===== config.mk =====
export PLATFORM = sky130hd
export DESIGN_NAME = glitch_sweep
export DESIGN_NICKNAME = d
export VERILOG_FILES = /design/src/rtl/glitch_sweep.sv
export SDC_FILE = /design/constraint.sdc
export NUM_CORES = 1
export LEC_CHECK = 0
export CAP_MARGIN = 10
export CORE_MARGIN = 8
export CORE_UTILIZATION = 45
export DETAILED_ROUTE_END_ITERATION = 8
export GPL_TIMING_DRIVEN = 0
export PLACE_DENSITY_LB_ADDON = 0.05
export SETUP_SLACK_MARGIN = 0.15
export SYNTH_ARGS = -nofsm -noshare
export SYNTH_HDL_FRONTEND = slang
export SYNTH_SLANG_ARGS = --single-unit

===== constraint.sdc =====
create_clock -name sysclk -period 3.1 [get_ports sysclk]
set_clock_uncertainty 0.05 [all_clocks]
set_input_delay 0.62 -clock sysclk [delete_from_list [all_inputs] [get_ports sysclk]]
set_output_delay 0.62 -clock sysclk [all_outputs]
set_load 0.05 [all_outputs]

===== src/rtl/glitch_sweep.sv =====
// glitch_sweep: steps the glitch engine through a grid of (edge offset,
// pulse width) points. Each point gets one arm/fire/cooldown attempt, and
// the outcome of every attempt is reported on a one-cycle o_att_valid pulse.
//
// state       | meaning
// ------------+-------------------------------------------------------------
// S_IDLE      | waiting for i_start; config is latched on the start pulse
// S_LOAD      | reject an empty grid, otherwise load the first grid point
// S_ARM       | clear per-attempt status, raise o_arm on exit
// S_WAIT_FIRE | engine armed; wait for FIRING or for the timeout to expire
// S_WAIT_COOL | glitch fired; wait for COOLDOWN, then disarm
// S_DRAIN     | disarmed; wait for engine IDLE, then report the attempt
// S_SETTLE    | idle gap between attempts
// S_NEXT      | advance to the next grid point (offset is the inner loop)
// S_FINISH    | emit o_done/o_aborted and return to idle
module glitch_sweep #(
  parameter int W = 32
) (
  input  logic         sysclk,
  input  logic         rst_n,
  input  logic         i_start,
  input  logic         i_abort,
  input  logic [W-1:0] i_off_start,
  input  logic [15:0]  i_off_step,
  input  logic [15:0]  i_off_count,
  input  logic [W-1:0] i_wid_start,
  input  logic [15:0]  i_wid_step,
  input  logic [15:0]  i_wid_count,
  input  logic [15:0]  i_settle,
  input  logic [W-1:0] i_timeout,
  input  logic [3:0]   i_gl_state,
  output logic [W-1:0] o_clk_edge_target,
  output logic [W-1:0] o_pulsewidth,
  output logic         o_arm,
  output logic         o_busy,
  output logic         o_done,
  output logic         o_aborted,
  output logic         o_att_valid,
  output logic         o_att_fired,
  output logic [W-1:0] o_att_off,
  output logic [W-1:0] o_att_wid
);

  localparam logic [3:0] GL_IDLE     = 4'd0;
  localparam logic [3:0] GL_FIRING   = 4'd3;
  localparam logic [3:0] GL_COOLDOWN = 4'd4;

  typedef enum logic [3:0] {
    S_IDLE,
    S_LOAD,
    S_ARM,
    S_WAIT_FIRE,
    S_WAIT_COOL,
    S_DRAIN,
    S_SETTLE,
    S_NEXT,
    S_FINISH
  } state_t;

  state_t state_q, state_d;

  // configuration shadow, only written in S_IDLE on an accepted start
  logic [W-1:0] off_start_q, wid_start_q, timeout_q;
  logic [15:0]  off_step_q, off_count_q, wid_step_q, wid_count_q, settle_q;
  logic         cfg_load;

  // sweep position and per-attempt status
  logic [15:0]  off_idx_q, off_idx_d;
  logic [15:0]  wid_idx_q, wid_idx_d;
  logic [W-1:0] tgt_q, tgt_d;
  logic [W-1:0] pw_q, pw_d;
  logic [W-1:0] tmo_cnt_q, tmo_cnt_d;
  logic [15:0]  settle_cnt_q, settle_cnt_d;
  logic         fired_q, fired_d;
  logic         abort_q, abort_d;

  // registered outputs
  logic         arm_q, arm_d;
  logic         busy_q, busy_d;
  logic         done_q, done_d;
  logic         aborted_q, aborted_d;
  logic         att_valid_q, att_valid_d;
  logic         att_fired_q, att_fired_d;
  logic [W-1:0] att_off_q, att_off_d;
  logic [W-1:0] att_wid_q, att_wid_d;

  logic [W-1:0] off_step_ext, wid_step_ext, tmo_inc;
  logic         last_off, last_wid;

  assign off_step_ext = {{(W-16){1'b0}}, off_step_q};
  assign wid_step_ext = {{(W-16){1'b0}}, wid_step_q};
  // the timeout counter holds at all-ones instead of wrapping
  assign tmo_inc      = (tmo_cnt_q == '1) ? tmo_cnt_q : tmo_cnt_q + 1'b1;
  assign last_off     = (off_idx_q == off_count_q - 16'd1);
  assign last_wid     = (wid_idx_q == wid_count_q - 16'd1);

  // Latch the sweep configuration when a start is accepted.
  always_ff @(posedge sysclk or negedge rst_n) begin
    if (!rst_n) begin
      off_start_q <= '0;
      off_step_q  <= '0;
      off_count_q <= '0;
      wid_start_q <= '0;
      wid_step_q  <= '0;
      wid_count_q <= '0;
      settle_q    <= '0;
      timeout_q   <= '0;
    end else if (cfg_load) begin
      off_start_q <= i_off_start;
      off_step_q  <= i_off_step;
      off_count_q <= i_off_count;
      wid_start_q <= i_wid_start;
      wid_step_q  <= i_wid_step;
      wid_count_q <= i_wid_count;
      settle_q    <= i_settle;
      timeout_q   <= i_timeout;
    end
  end

  // State register and all sweep/output registers.
  always_ff @(posedge sysclk or negedge rst_n) begin
    if (!rst_n) begin
      state_q      <= S_IDLE;
      off_idx_q    <= '0;
      wid_idx_q    <= '0;
      tgt_q        <= '0;
      pw_q         <= '0;
      tmo_cnt_q    <= '0;
      settle_cnt_q <= '0;
      fired_q      <= 1'b0;
      abort_q      <= 1'b0;
      arm_q        <= 1'b0;
      busy_q       <= 1'b0;
      done_q       <= 1'b0;
      aborted_q    <= 1'b0;
      att_valid_q  <= 1'b0;
      att_fired_q  <= 1'b0;
      att_off_q    <= '0;
      att_wid_q    <= '0;
    end else begin
      state_q      <= state_d;
      off_idx_q    <= off_idx_d;
      wid_idx_q    <= wid_idx_d;
      tgt_q        <= tgt_d;
      pw_q         <= pw_d;
      tmo_cnt_q    <= tmo_cnt_d;
      settle_cnt_q <= settle_cnt_d;
      fired_q      <= fired_d;
      abort_q      <= abort_d;
      arm_q        <= arm_d;
      busy_q       <= busy_d;
      done_q       <= done_d;
      aborted_q    <= aborted_d;
      att_valid_q  <= att_valid_d;
      att_fired_q  <= att_fired_d;
      att_off_q    <= att_off_d;
      att_wid_q    <= att_wid_d;
    end
  end

  // Next-state and next-output logic; abort is checked first in every state.
  always_comb begin
    state_d      = state_q;
    cfg_load     = 1'b0;
    off_idx_d    = off_idx_q;
    wid_idx_d    = wid_idx_q;
    tgt_d        = tgt_q;
    pw_d         = pw_q;
    tmo_cnt_d    = tmo_cnt_q;
    settle_cnt_d = settle_cnt_q;
    fired_d      = fired_q;
    abort_d      = abort_q;
    arm_d        = arm_q;
    done_d       = 1'b0;
    aborted_d    = 1'b0;
    att_valid_d  = 1'b0;
    att_fired_d  = att_fired_q;
    att_off_d    = att_off_q;
    att_wid_d    = att_wid_q;

    case (state_q)
      S_IDLE: begin
        if (i_abort) begin
          abort_d = 1'b1;
          state_d = S_FINISH;
        end else if (i_start) begin
          cfg_load = 1'b1;
          abort_d  = 1'b0;
          state_d  = S_LOAD;
        end
      end

      S_LOAD: begin
        if (i_abort) begin
          abort_d = 1'b1;
          state_d = S_FINISH;
        end else if (off_count_q == 16'd0 || wid_count_q == 16'd0) begin
          state_d = S_FINISH;
        end else begin
          off_idx_d = '0;
          wid_idx_d = '0;
          tgt_d     = off_start_q;
          pw_d      = wid_start_q;
          state_d   = S_ARM;
        end
      end

      S_ARM: begin
        fired_d   = 1'b0;
        tmo_cnt_d = '0;
        if (i_abort) begin
          abort_d = 1'b1;
          arm_d   = 1'b0;
          state_d = S_DRAIN;
        end else begin
          arm_d   = 1'b1;
          state_d = S_WAIT_FIRE;
        end
      end

      S_WAIT_FIRE: begin
        tmo_cnt_d = tmo_inc;
        // a FIRING sample counts as fired even if an abort lands on it
        if (i_gl_state == GL_FIRING) fired_d = 1'b1;
        if (i_abort) begin
          abort_d = 1'b1;
          arm_d   = 1'b0;
          state_d = S_DRAIN;
        end else if (i_gl_state == GL_FIRING) begin
          state_d = S_WAIT_COOL;
        end else if (timeout_q != '0 && tmo_inc == timeout_q) begin
          fired_d = 1'b0;
          arm_d   = 1'b0;
          state_d = S_DRAIN;
        end
      end

      S_WAIT_COOL: begin
        if (i_abort) begin
          abort_d = 1'b1;
          arm_d   = 1'b0;
          state_d = S_DRAIN;
        end else if (i_gl_state == GL_COOLDOWN) begin
          arm_d   = 1'b0;
          state_d = S_DRAIN;
        end
      end

      S_DRAIN: begin
        // an abort here is remembered; the attempt is still reported
        if (i_abort) abort_d = 1'b1;
        if (i_gl_state == GL_IDLE) begin
          att_valid_d = 1'b1;
          att_fired_d = fired_q;
          att_off_d   = tgt_q;
          att_wid_d   = pw_q;
          if (abort_q || i_abort) begin
            state_d = S_FINISH;
          end else if (settle_q == 16'd0) begin
            state_d = S_NEXT;
          end else begin
            settle_cnt_d = settle_q;
            state_d      = S_SETTLE;
          end
        end
      end

      S_SETTLE: begin
        if (i_abort) begin
          abort_d = 1'b1;
          state_d = S_FINISH;
        end else if (settle_cnt_q <= 16'd1) begin
          settle_cnt_d = '0;
          state_d      = S_NEXT;
        end else begin
          settle_cnt_d = settle_cnt_q - 16'd1;
        end
      end

      S_NEXT: begin
        if (i_abort) begin
          abort_d = 1'b1;
          state_d = S_FINISH;
        end else if (!last_off) begin
          tgt_d     = tgt_q + off_step_ext;
          off_idx_d = off_idx_q + 16'd1;
          state_d   = S_ARM;
        end else begin
          tgt_d     = off_start_q;
          off_idx_d = '0;
          pw_d      = pw_q + wid_step_ext;
          wid_idx_d = wid_idx_q + 16'd1;
          state_d   = last_wid ? S_FINISH : S_ARM;
        end
      end

      S_FINISH: begin
        done_d    = 1'b1;
        aborted_d = abort_q;
        state_d   = S_IDLE;
      end

      default: state_d = S_IDLE;
    endcase

    busy_d = (state_d != S_IDLE);
  end

  assign o_clk_edge_target = tgt_q;
  assign o_pulsewidth      = pw_q;
  assign o_arm             = arm_q;
  assign o_busy            = busy_q;
  assign o_done            = done_q;
  assign o_aborted         = aborted_q;
  assign o_att_valid       = att_valid_q;
  assign o_att_fired       = att_fired_q;
  assign o_att_off         = att_off_q;
  assign o_att_wid         = att_wid_q;

endmodule


* After elaboration in Yosys (flattened, before gate mapping)
Index checks and enable logic that the tools add are counted.
** Word-level totals
- Register bits :: 396
** Operators by class
- Magnitude comparators :: 1
- Reduce and logical (&&, ||, !) cells :: 22
- Equality and inequality tests :: 27
- Muxes and demuxes :: 68
- Add/subtract/negate cells :: 8
** Operator list (count)
- 32-bit two-way mux :: 9
- 32-bit one-hot mux with 2 select lines :: 3
- 16-bit two-way mux :: 11
- 16-bit one-hot mux with 2 select lines :: 3
- 32-bit by 16-bit adder with 32-bit output :: 2
- 4-bit two-way mux :: 16
- 16-bit logical NOT :: 3
- 16-bit by 1-bit subtractor with 16-bit output (second input constant) :: 3
- 16-bit by 1-bit adder with 16-bit output (second input constant) :: 2
- 32-bit by 1-bit adder with 32-bit output (second input constant) :: 1
- 16-bit equality test :: 2
- 32-bit equality test :: 1
- 32-bit equality test (second input constant) :: 1
- 4-bit one-hot mux with 8 select lines :: 1
- 32-bit nonzero test :: 1
- 1-bit two-way mux :: 21
- 4-bit by 3-bit equality test with 1-bit output (second input constant) :: 5
- 16-bit by 1-bit less-or-equal comparator with 1-bit output (second input constant) :: 1
- 2-bit != test (second input constant) :: 8
- 4-bit by 2-bit equality test with 1-bit output (second input constant) :: 3
- 3-bit != test (second input constant) :: 4
- 5-bit AND reduction :: 2
- 4-bit logical NOT :: 2
- 4-bit AND reduction :: 2
- other kinds (14) :: 19

* Logic depth before layout (Yosys ltp)
Gate-level depths: netlist of run 1.
- Depth in word-level cells :: 9
- Depth in mapped cells :: 14
- Gate-level depth less buffers :: 12

* Worst setup path after synthesis of run 1
No wires, ideal clock.
- Kind :: register -> register
- Start :: reg pw_q[0], in the netlist o_pulsewidth[0]
- End :: reg pw_q[30], in the netlist o_pulsewidth[30]
- Arrival time :: 3.574 ns
- Clock period less this slack :: 3.694 ns
- Cell stages (with the launch flop) :: 13
- Required time :: 2.980 ns
- Slack :: -0.594 ns
- Setup time :: 0.070 ns
- Path buffers :: 0
- Cells stage by stage :: dfrtp_1 ha_1 inv_1 fa_1 nor2b_1 o31a_1 o41ai_1 o22ai_1 a21oi_1 a2111oi_1 nand4_1 or4_1 nand3_1
** On the way
- Word-level cells in the longest chain between the ends :: 4
** Ends and longest elaborated chain
- from (decl) :: line 71 : logic [W-1:0] pw_q, pw_d;
- from (signal assigned) :: line 145 : pw_q <= pw_d;
- 32-bit by 16-bit adder with 32-bit output :: line 291 : pw_d = pw_q + wid_step_ext;
- 32-bit two-way mux :: line 284 : end else if (!last_off) begin
- 32-bit two-way mux :: line 281 : if (i_abort) begin
- 32-bit one-hot mux with 2 select lines :: line 181 : case (state_q)
No other way between the ends. The select of a mux whose other input is x is not followed.
A chain may end at the register's enable or synchronous reset.

* Final worst setup path of run 1
- Start :: reg tmo_cnt_q[1]
- End :: reg fired_q
** On the way
- Word-level cells in the longest chain between the ends :: 8
- Elaborated cells on any way between the ends :: 9
- Those cells by class :: 1 x add/sub; 2 x eq/ne; 5 x mux; 1 x reduce/logical
** Ends and longest elaborated chain
- from (decl) :: line 72 : logic [W-1:0] tmo_cnt_q, tmo_cnt_d;
- from (signal assigned) :: line 146 : tmo_cnt_q <= tmo_cnt_d;
- 32-bit by 1-bit adder with 32-bit output / 32-bit equality test (equally long branches) :: line 93 : assign tmo_inc = (tmo_cnt_q == '1) ? tmo_cnt_q : tmo_cnt_q + 1'b1;
- 32-bit two-way mux * :: line 93
- 32-bit equality test * :: line 231 : end else if (timeout_q != '0 && tmo_inc == timeout_q) begin
- 1-bit logical AND * :: line 231
- 1-bit two-way mux * :: line 231
- 1-bit two-way mux * :: line 229 : end else if (i_gl_state == GL_FIRING) begin
- 1-bit two-way mux * :: line 225 : if (i_abort) begin
- 1-bit one-hot mux with 2 select lines * :: line 181
- to (signal assigned) :: line 148 : fired_q <= fired_d;
- to (decl) :: line 74 : logic fired_q, fired_d;
Every way passes the cells marked *; elsewhere a longest branch is shown, timed or not.

==> results.yml, run 1 <==
outcome:
  status: "complete, but fails checks"
  violations: "setup timing"
pwr:
  p_seq_share_pct: 32.3
  switching_share_pct: 41.5
  power.switching_mw: 11.6
  total_power_mw: 27.9
  p_leak_nw: 12.8
  ir_drop_mv: 0.663
  intPower_mw: 16.3
  power_frac_clock_pct: 20.8
  p_per_area_nw_per_um2: 915
  combPwrFrac_pct: 46.8
global_route:
  grt.total_usage_pct: 27.0
  antenna_found_initial: 6
  gr-total-overflow: 0
  grt_pass1_vias: 19800
  grt_first_pass_wirelength_um: 115000
  grt_max_degree: 110
worst_setup_path:
  path_class: "reg2reg"
  worstPathRequired_ns: 3.51
  r2r_setup_slack_ns: -0.26
  start_kind: "register"
  reg2reg_depth: 11
  arrival_ns: 3.77
  critPathLaunch: "tmo_cnt_q[1]$_DFFE_PN0P_"
  rr_endpoint: "fired_q$_DFFE_PN0P_"
  end_kind: "register"
  path_max_fanout: 4
  crit_end: "fired_q$_DFFE_PN0P_"
  r2r-start: "tmo_cnt_q[1]$_DFFE_PN0P_"
synthesis:
  netlist.area_leader.share_pct: 46.4
  yosys_most_used_dff: "dfrtp_1"
  ys_ff_latch: 396
  synth-async-reset-ratio_pct: 100
  ys_top_cells_by_area: "dfrtp_1 (46%), mux2_2 (9.4%), nand2_1 (6.3%)"
  synthMostInstantiatedCell: "dfrtp_1"
  syn_nets: 2456
  yosysTopAreaCell: "dfrtp_1"
  seq_area_frac_synth_pct: 46.4
  synth_commonest_cells: "dfrtp_1 (396), nand2_1 (359), mux2_2 (179), nor2_1 (174), o21ai_0 (126)"
  yosysWarnings: 0
  syn_area_sq_um: 21300
  yosysUniqueCellTypes: 79
  avgSynthCellArea_sq_um: 9.56
  synth-edff-count: 0
  syn_inst: 2231
cts:
  numCtsBuffers: 45
  cts_tree: "done"
  insertion_delay_ns: 0.60
  htree_num_levels: 2
  clock-root-buffer: "clkbuf_16"
  path_clk_slew_ns: 0.06
  clockBufferDepth: 3
  clock_sinks: 396
sta:
  tns_ns: -10.99
  finalCriticalPeriod_ns: 3.36
  setup_viol: 99
  period_share_pct: 108
  final.setup.worst_slack_ns: -0.260
  grt_setup_unrepaired: "yes"
  slew_violations: 0
  max_freq_mhz: 298
  max_slew_margin_pct: 36.9
  tightestPinTransition_ns: 0.946
  hold_viol_final: 0
final_layout:
  seq_area_sq_um: 9940
  fill_cells: 3744
  drive_above_1_share_pct: 26.5
  nets: 2963
  areaGrowthSynthToFinish_pct: 43.2
  multi_input_area_sq_um: 12400
detailed_routing:
  routed_wl_um: 76000
  detail_route.wl_per_cell_um: 22.5
  first_pass_iters: 5
  drc: 0
  via_per_inst: 5.80
  via_count: 19600
  drt_iter0_drc: 1442
  antenna_left: 0
placement:
  port_buffers: 317
  place_congestion: 0.878
  dpl.hpwl_um: 52700
  post-place-ws_ns: -1.13
floorplan:
  dieArea_sq_um: 54600
  ioPinCount: 318
  start_util_pct: 45.7
  rows: 79
  die_h_um: 234
  core-area_sq_um: 46700
  die_x_um: 234
worst_hold_path:
  hp-class: "reg2reg"
job:
  cap_violations: 0
[per-stage QoR]
stage	instances	hold WS, ns	util (%)	instance area, sq um
3_3_place_gp	3155	0.407	54.6	25500
6_report	3385	0.423	65.5	30500
3_5_place_dp	3159	0.413	54.8	25600
4_1_cts	3348	0.429	63.4	29600
2_1_floorplan	2231	0.274	-	21500
5_1_grt	3384	0.448	65.5	30500
[power groups by stage]
stage | clock, mW | combinational (mW) | sequential (mW)
6_report | 5.83 | 13.1 | 9.04
5_1_grt | 6.14 | 14.1 | 9.25
4_1_cts | 5.94 | 12.3 | 8.92
3_3_place_gp | 0 | 10.8 | 8.88
3_5_place_dp | 0 | 11.0 | 8.91
2_1_floorplan | 0 | 6.55 | 9.66
[registers in the layout, summed over array words and instances, names as in the netlist, 16 cells and up]
signal and flops:
settle_q 16, o_clk_edge_target 32, off_step_q 16, wid_start_q 32, o_att_wid 32, off_count_q 16, settle_cnt_q 16, wid_idx_q 16
tmo_cnt_q 32, o_att_off 32, timeout_q 32, wid_step_q 16, off_idx_q 16, o_pulsewidth 32, off_start_q 32, wid_count_q 16
[metal layers]
layer,global-route usage (%),share of wire (%)
met5,0,0.066
met3,7.05,8.1
met4,9.58,3.1
met2,43.2,47
met1,35.2,42
[worst max-delay path: stages, from the launching register on]
cell,delay (ns)
dfrtp_2,0.42
nand4_1,0.16
buf_4,0.17
or4_4,0.53
a311oi_4,0.29
buf_4,0.18
and3_1,0.15
o22a_1,0.21
nor4b_4,0.22
nand4_1,0.22
or2_1,0.31
o41a_1,0.32
[final cells by class]
cell class                      count  share of cell area, %
Clock inverter                     24                   1.08
Clock buffer                       60                   4.24
Multi-Input combinational cell   1672                   40.5
Buffer                            125                   3.08
Tap cell                          607                   2.49
Antenna cell                        3                 0.0246
Timing Repair Buffer              459                   15.5
Inverter                           39                  0.479
Sequential cell                   396                   32.5
[placed cells by master, fill, tap and decap left out, types with 16 or more instances in the layout]
cell type and instances:
nand4_1 36, clkbuf_16 53, mux2i_1 23, nor4_1 19, ha_1 34, nor2_1 146, o21ai_1 19, and3_1 21
a21o_1 17, xnor2_1 66, a31oi_1 28, buf_4 86, mux2_2 179, and2_1 16, buf_6 50, o21ai_2 20
nand2_2 16, nand2b_1 24, nand3_1 41, nand2_1 335, dfrtp_2 23, inv_1 38, a21oi_1 67, clkdlybuf4s50_1 316
o21ai_0 94, xor2_1 45, a21oi_2 16, dfrtp_1 373, nor3_1 53, clkbuf_1 54
[timing repair]
action,4_1_cts,5_1_grt
hold buffers,1,0
hold endpoints to repair,13,0
resized for setup,346,177
buffers inserted,90,36
endpoints found under the setup margin,263,252
pin swaps,116,74
gates cloned,14,0
[worst min path at each step]
| stage | depth (start not counted) | to | startpoint | slack, ns |
|---|---|---|---|---|
| final | 2 | o_att_off[6]$_DFFE_PN0P_ | o_att_off[6]$_DFFE_PN0P_ | 0.42 |
| after floorplan | 0 | abort_q$_DFFE_PN0P_ | rst_n | 0.27 |
| after global routing | 2 | o_att_off[22]$_DFFE_PN0P_ | o_att_off[22]$_DFFE_PN0P_ | 0.45 |
| after CTS | 2 | o_att_wid[0]$_DFFE_PN0P_ | o_att_wid[0]$_DFFE_PN0P_ | 0.43 |
| after detailed placement | 2 | o_att_wid[21]$_DFFE_PN0P_ | o_att_wid[21]$_DFFE_PN0P_ | 0.41 |
| after global placement | 2 | o_att_off[6]$_DFFE_PN0P_ | o_att_off[6]$_DFFE_PN0P_ | 0.41 |
[cells by family after synthesis]
logic type	count (synthesis)	share of synthesized area (%)
muxes	202	10.5
adders and majority gates	41	2.47
buffers and inverters	164	3.08
xor gates and xnor gates	113	4.64
and+or+nand+nor	864	19.2
DFF	396	46.4
AOI/OAI and AO/OA	451	13.7
No activity file was read; power rests on OpenSTA's default activity.
==> run 2, diff against run 1 <==
--- a/config.mk
+++ b/config.mk
@@ -11,7 +11,6 @@
 export DETAILED_ROUTE_END_ITERATION = 8
 export GPL_TIMING_DRIVEN = 0
 export PLACE_DENSITY_LB_ADDON = 0.05
-export SETUP_SLACK_MARGIN = 0.15
 export SYNTH_ARGS = -nofsm -noshare
 export SYNTH_HDL_FRONTEND = slang
 export SYNTH_SLANG_ARGS = --single-unit
==> run 2 against run 1 <==
- combinational power down 4%
- die area unchanged
- flip-flop and latch count unchanged
- sequential share of layout area grew 1.1 points
- critical path depth decreased by 2
- hold slack lost 0.0013 ns
- the run still ends with setup timing left
==> results.yml, run 2 (synthesized netlist as in run 1, its figures left out) <==
outcome:
  status: "complete, but fails checks"
  violations: "setup timing"
global_route:
  grt_max_degree: 119
  grt_first_pass_wirelength_um: 112000
  gr-total-overflow: 0
  antenna_found_initial: 8
  grt.total_usage_pct: 26.0
  grt_pass1_vias: 19400
placement:
  place_congestion: 0.924
  dpl.hpwl_um: 52300
  port_buffers: 317
detailed_routing:
  drc: 0
  drt_iter0_drc: 1699
  wl_met1_um: 32000
  via_count: 19500
  via_per_inst: 5.83
  routed_wl_um: 74500
  top_layer: "met5"
  met3_wirelength_um: 5510
  antenna_left: 0
  detail_route.wl_per_cell_um: 22.3
  dr_wl_met2_um: 35100
  first_pass_iters: 5
sta:
  max_freq_mhz: 300
  max_slew_margin_pct: 35.6
  setup_viol: 61
  grt_setup_unrepaired: "yes"
  tightestPinTransition_ns: 0.958
  period_share_pct: 107
  finalCriticalPeriod_ns: 3.33
  slew_violations: 0
  final.setup.worst_slack_ns: -0.230
  hold_viol_final: 0
cts:
  insertion_delay_ns: 0.60
  clock_sinks: 396
  clockBufferDepth: 3
  path_clk_slew_ns: 0.06
  numCtsBuffers: 46
  clock-root-buffer: "clkbuf_16"
  htree_num_levels: 2
  cts_tree: "done"
worst_setup_path:
  path_depth: 9
  cp_cell_sequence: "nand4_4 > or4_4 > a311oi_4 > xnor2_1 > a2111oi_2 > and4_1 > nand4_1 > or2_1 > o41a_1"
  end_kind: "register"
  crit_end: "fired_q$_DFFE_PN0P_"
  rr_endpoint: "fired_q$_DFFE_PN0P_"
  arrival_ns: 3.75
  r2r_setup_slack_ns: -0.23
  start_kind: "register"
  cp_num_buf_inv: 0
  cpMaxStageDelayCell: "or4_4"
  path_max_fanout: 7
  slowest_delay_ns: 0.59
  cp_top_family: "simple AND/OR/NAND/NOR gates"
  worstPathRequired_ns: 3.52
  critPathLaunch: "tmo_cnt_q[6]$_DFFE_PN0P_"
  path_class: "reg2reg"
  reg2reg_depth: 9
  r2r-start: "tmo_cnt_q[6]$_DFFE_PN0P_"
pwr:
  intPower_mw: 15.7
  combPwrFrac_pct: 46.4
  p_per_area_nw_per_um2: 915
  power_frac_clock_pct: 20.5
  ir_drop_mv: 0.741
  total_power_mw: 27.1
  p_seq_share_pct: 33.1
  switching_share_pct: 41.9
  p_leak_nw: 12.4
  power.switching_mw: 11.3
worst_hold_path:
  hp-class: "reg2reg"
final_layout:
  fill_cells: 3920
  multi_input_area_sq_um: 12100
  final_common_cell: "dfrtp_1"
  drive_above_1_share_pct: 23.1
  areaGrowthSynthToFinish_pct: 38.6
  final_util_pct: 63.4
  nets: 2923
  seq_area_sq_um: 9940
  final_cell_mix: "dfrtp_1 (375), nand2_1 (339), clkdlybuf4s50_1 (316), mux2_2 (179), nor2_1 (156)"
job:
  cap_violations: 0
floorplan:
  rows: 79
  die_h_um: 234
  die_x_um: 234
  dieArea_sq_um: 54600
  core-area_sq_um: 46700
  ioPinCount: 318
  start_util_pct: 45.7
[run 2: cell types whose count changed in the layout (fill, tap and decap cells not counted), sizes merged]
cell,before,now
clkbuf,142,152
buf,185,140
inv,40,39
clkinv,14,13
diode,3,2
bufinv,7,2
clkinvlp,2,4
[run 2: power by group through the flow]
stage	Clock (mW)	Sequential [mW]	Combinational [mW]
2_1_floorplan	0	9.64	6.42
3_3_place_gp	0	8.82	10.6
3_5_place_dp	0	8.84	10.8
4_1_cts	5.64	8.83	11.5
5_1_grt	5.84	9.20	13.5
6_report	5.54	8.97	12.6
[run 2: tightest hold or removal path: cells and delay by family, from the launching register on]
kind	cells	cell delay (ns)
DFF	1	0.33
and+or+nand+nor	2	0.11
[run 2: worst min-delay path by stage]
stage	start	endpoint	slack (ns)	depth (start not counted)
after detailed placement	o_att_off[5]$_DFFE_PN0P_	o_att_off[5]$_DFFE_PN0P_	0.41	2
after floorplan	rst_n	abort_q$_DFFE_PN0P_	0.27	0
after CTS	o_att_off[5]$_DFFE_PN0P_	o_att_off[5]$_DFFE_PN0P_	0.43	2
final	o_att_off[5]$_DFFE_PN0P_	o_att_off[5]$_DFFE_PN0P_	0.42	2
after global routing	o_att_off[19]$_DFFE_PN0P_	o_att_off[19]$_DFFE_PN0P_	0.44	2
after global placement	o_att_off[5]$_DFFE_PN0P_	o_att_off[5]$_DFFE_PN0P_	0.41	2
[run 2: area by class of cell]
class                      instances  share of cell area (%)
buffer                           118                    2.67
inverter                          39                   0.495
tap                              607                    2.57
antenna                            2                  0.0169
clock buffer                      66                    4.59
sequential                       396                    33.6
clock inverter                    19                   0.634
multi-input combinational       1672                    40.8
timing repair buffer             425                    14.6
[run 2: per-layer routing]
metal / GRT usage [%] / up-vias
li1: - / 8961
met1: 35.0 / 9723
met2: 42.5 / 689
met3: 5.60 / 126
met4: 6.39 / 12
met5: 0 / -
[run 2: stage by stage]
step	hold WS [ns]	cell area (sq um)	setup TNS (ns)	cells	setup slack [ns]
2_1_floorplan	0.274	21400	0	2231	0.0103
3_3_place_gp	0.407	25300	-6752.72	3155	-18.14
3_5_place_dp	0.412	25400	-191.92	3159	-1.19
4_1_cts	0.426	28100	-1.84	3296	-0.201
5_1_grt	0.443	29600	-16.74	3343	-0.331
6_report	0.421	29600	-3.69	3344	-0.230
[run 2: what timing repair did]
| item | CTS | global route |
|---|---|---|
| buffers inserted | 55 | 38 |
| gates resized for setup | 168 | 249 |
| hold buffers | 1 | 0 |
| pin swaps | 37 | 100 |
| setup endpoints to repair | 195 | 131 |
| cloned | 2 | 9 |
| endpoints found under the hold margin | 19 | 0 |
